$ cat src/rtl/dot_operand_pingpong_buffer.sv
// dot_operand_pingpong_buffer: two-bank operand store; one bank fills while the other streams to the MAC.
module dot_operand_pingpong_buffer #(
  parameter int DATA_WIDTH = 8,
  parameter int NUM_CH = 2,
  parameter int VEC_LEN = 4,
  parameter int IDX_WIDTH = 2
) (
  input  logic                         clk,
  input  logic                         rst_n,
  input  logic                         flush,
  input  logic                         wr_valid,
  output logic                         wr_ready,
  input  logic [NUM_CH*DATA_WIDTH-1:0] wr_data,
  output logic                         rd_valid,
  input  logic                         rd_ready,
  output logic [NUM_CH*DATA_WIDTH-1:0] rd_data,
  output logic [IDX_WIDTH-1:0]         rd_index,
  output logic                         rd_last,
  output logic [1:0]                   banks_full
);
  localparam int W = NUM_CH * DATA_WIDTH;
  localparam logic [IDX_WIDTH-1:0] last_idx = IDX_WIDTH'(VEC_LEN - 1);
  logic [W-1:0] mem [2][VEC_LEN];
  logic [1:0] full;
  logic wbank, rbank;
  logic [IDX_WIDTH-1:0] widx, ridx;
  logic wr_fire, rd_fire;
  always_comb begin
    wr_ready = !full[wbank] && !flush;
    rd_valid = full[rbank] && !flush;
    rd_data = mem[rbank][ridx];
    rd_index = ridx;
    rd_last = rd_valid && (ridx == last_idx);
    banks_full = {1'b0, full[0]} + {1'b0, full[1]};
    wr_fire = wr_valid && wr_ready;
    rd_fire = rd_valid && rd_ready;
  end
  // write only targets an empty bank and read only a full one, so the two full-bit updates never collide
  always_ff @(posedge clk or negedge rst_n) begin
    if (!rst_n) begin
      full <= '0;
      wbank <= 1'b0;
      rbank <= 1'b0;
      widx <= '0;
      ridx <= '0;
      for (int b = 0; b < 2; b++)
        for (int i = 0; i < VEC_LEN; i++)
          mem[b][i] <= '0;
    end else if (flush) begin
      full <= '0;
      wbank <= 1'b0;
      rbank <= 1'b0;
      widx <= '0;
      ridx <= '0;
    end else begin
      if (wr_fire) begin
        mem[wbank][widx] <= wr_data;
        widx <= (widx == last_idx) ? '0 : widx + 1'b1;
        if (widx == last_idx) begin
          full[wbank] <= 1'b1;
          wbank <= !wbank;
        end
      end
      if (rd_fire) begin
        ridx <= (ridx == last_idx) ? '0 : ridx + 1'b1;
        if (ridx == last_idx) begin
          full[rbank] <= 1'b0;
          rbank <= !rbank;
        end
      end
    end
  end
endmodule

$ cat config.mk
export PLATFORM = sky130hd
export DESIGN_NAME = dot_operand_pingpong_buffer
export DESIGN_NICKNAME = d
export VERILOG_FILES = /design/src/rtl/dot_operand_pingpong_buffer.sv
export SDC_FILE = /design/constraint.sdc
export NUM_CORES = 1
export LEC_CHECK = 0
export CORE_MARGIN = 5
export CORE_UTILIZATION = 60
export DETAILED_ROUTE_END_ITERATION = 16
export HOLD_SLACK_MARGIN = 0.12
export PLACE_DENSITY = 0.81
export RECOVER_POWER = 50
export SYNTH_ARGS = -nofsm -noshare
export SYNTH_HDL_FRONTEND = slang
export SYNTH_SLANG_ARGS = --single-unit
$ cat constraint.sdc
create_clock -name clk -period 3 [get_ports clk]
set_input_delay 0.6 -clock clk [delete_from_list [all_inputs] [get_ports clk]]
set_output_delay 0.6 -clock clk [all_outputs]
set_load 0.03 [all_outputs]
==> summary.txt, run 1 <==
status = complete, no violations
Horiz. Die Dim = 114 µm
Longest Clk Path Bufs = 2
1st-pass router iterations = 4
CTS Root Cell = clkbuf_8
port buffer count = 43
Power per Cell Area = 687 mW/mm²
main area contributors after synthesis = dfrtp_1 52%, mux2_2 22%, mux4_2 8.7%, mux2_4 4.2%, mux4_1 2.8%
maximum VDD drop = 0.472 mV
Crit Path Class = flop to output port
largest fanout on the critical path = 12
Routed WL per cell = 22.2 µm
Critical Path Max Stage Delay = 0.55 ns
Max Cap Violations = 0
flops & latches, synth = 136
filler instances = 705
CP delay by family, top = multiplexers
Final Hold Fails = 0
via count = 3623
Synth cell types = 34
crit path buf inv count = 2
TritonCTS clock tree = built
Die H = 114 µm
Cells after Synth = 387
max_slew headroom = 0.280
# nets final = 474
initial antenna violation count = 0
syn nets = 414
initial core utilization = 0.606
number of remaining DRC errors = 0
H-tree depth = 4
global route overflow = 0
Leak = 3.46 nW
clock latency on the worst-skew pair = 0.54 ns
slew at the pin closest to its max-slew limit = 1.08 ns
fin. max-slew vios = 0
syn avg cell area = 16.8 µm²
Final setup viols = 0
final wirelength = 13300 µm
Tcrit/Tclk final = 0.978
Setup crit end kind = output port
most common cell after layout, fill and taps aside = dfrtp_1
fmax = 341 MHz
Slowest cell on crit path = mux4_1
share of layout cells above drive strength 1 = 0.550
DP HPWL = 7930 µm
Synth-to-Final Area Change = 18.3%
total CTS buffers = 17
Tmin final = 2.93 ns
Tot GR Track Use = 0.224
Util after Layout = 0.716
num ports = 44
Post-DRT Antenna Nets = 0
# rows = 38
most frequent cells in the layout = 134 x dfrtp_1, 126 x mux2_2, 25 x mux4_2, 25 x clkdlybuf4s50_1, 18 x mux2_4
Antenna Cells = 0
die area = 0.0130 mm²
CP Cell Sequence = buf_12 -> mux4_1 -> mux2_2 -> clkdlybuf4s15_1
startpoint types = flop
CP arrival = 2.33 ns
vias per cell = 6.04
Clock Skews = 0.00775 ns
share of the synthesized area in the top cell type = 0.523
gpl congestion = 0.720
fin area = 0.00770 mm²
Ys Warns = 0
area leader, netlist = dfrtp_1
largest net degree at the start of global routing = 59
cell area after synthesis = 0.00651 mm²
worst hold path type = flop to flop
clock slew at reported path FFs = 0.06 ns
Core ar. = 0.0107 mm²
vias in the first global route = 3947
worst path required time = 2.40 ns
first-iteration detailed-routing DRC count = 202
Seq/Total Area, Yosys = 0.523
DP Area = 0.00711 mm²
clock sink count = 136
global-route wire length before repair = 21700 µm
[logic make-up after synthesis]
group / count (synthesis) / share of synthesized area
multiplexers: 180 / 0.381
AO/OA/AOI/OAI: 9 / 0.00961
buffers and inverters: 28 / 0.0323
flip-flops: 136 / 0.523
adder cells (fa/ha/maj): 6 / 0.0115
AND/OR/NAND/NOR: 28 / 0.0429
[stage by stage]
step           worst slack, ns  hold slack, ns  total power [mW]  instances  TNS (ns)
2_1_floorplan            0.605           0.304              2.87        387         0
3_3_place_gp             0.342           0.466              3.13        565         0
3_5_place_dp             0.303           0.488              3.18        565         0
4_1_cts                0.00219           0.502              5.35        598         0
5_1_grt               -0.00404           0.514              5.50        600  -0.00404
6_report                0.0657           0.502              5.29        600         0
[worst register-to-register path: stages, from the launching register on]
cell,delay [ns]
dfrtp_1,0.40
ha_1,0.27
nand2_2,0.12
nor4_4,0.17
buf_4,0.37
mux2_2,0.41
[worst paths after layout]
check / start / endpoint / slack [ns] / cells past startpoint
worst max-delay path: rbank$_DFFE_PN0P_ / rd_data[12] / 0.07 / 4
worst min-delay path: mem[87]$_DFFE_PN0P_ / mem[87]$_DFFE_PN0P_ / 0.50 / 1
worst max register to register: widx[0]$_DFFE_PN0P_ / mem[70]$_DFFE_PN0P_ / 1.14 / 5
worst min register to register: mem[87]$_DFFE_PN0P_ / mem[87]$_DFFE_PN0P_ / 0.50 / 1
max in group asynchronous: rst_n / mem[86]$_DFFE_PN0P_ / 0.70 / 3
min in group asynchronous: rst_n / mem[78]$_DFFE_PN0P_ / 0.79 / 2
[power by group]
group / leakage (nW) / internal [mW] / switching [mW]
combinational: 1.36 / 0.488 / 0.363
sequential: 1.80 / 2.11 / 0.142
clock: 0.307 / 1.41 / 0.775
[synth_stat cells, drive strengths merged]
master and n:
a21o 2, a21oi 3, a311o 1, a31oi 2, and2 1, and4b 1, buf 20, clkbuf 4
dfrtp 136, ha 6, inv 4, mux2 146, mux2i 2, mux4 32, nand2 1, nand2b 2
nand3 3, nand3b 3, nor2 7, nor2b 3, nor3 5, nor3b 1, nor4 1, o21ba 1
[timing repair]
action	CTS	global route
endpoints found under the setup margin	16	13
hold buffers	1	0
gates cloned	0	1
gates resized for setup	17	31
hold endpoints to repair	40	0
buffers inserted	0	1
[cell type report]
type,count,area (µm²),share of cell area
sequential,136,3410,0.442
timing repair buffer,65,576,0.0748
clock buffer,20,455,0.0592
multi-input combinational,223,2900,0.377
inverter,4,15.0,0.00195
clock inverter,12,173,0.0224
tap,140,175,0.0228
[sequential cells by signal (all words and copies together) (netlist names)]
signal / count
wbank: 1
rd_index: 2
mem: 128
rbank: 1
widx: 2
full: 2
[routing by layer]
layer,routed length (µm),track usage,vias to the layer above,share of wire
met5,0,0,-,0
met4,269,0.0816,0,0.020
met3,616,0.0629,22,0.046
met2,6690,0.353,82,0.50
met1,5750,0.302,1953,0.43
li1,-,-,1566,-
Note: power is estimated with default switching activity, not from simulation.
==> run 2: changes to the inputs <==
--- a/config.mk
+++ b/config.mk
@@ -8,9 +8,11 @@
 export CORE_MARGIN = 5
 export CORE_UTILIZATION = 60
 export DETAILED_ROUTE_END_ITERATION = 16
+export GPL_TIMING_DRIVEN = 1
 export HOLD_SLACK_MARGIN = 0.12
 export PLACE_DENSITY = 0.81
 export RECOVER_POWER = 50
+export SLEW_MARGIN = 30
 export SYNTH_ARGS = -nofsm -noshare
 export SYNTH_HDL_FRONTEND = slang
 export SYNTH_SLANG_ARGS = --single-unit
==> results of run 2 <==
Final layout, timing and power as in run 1 (identical DEF).
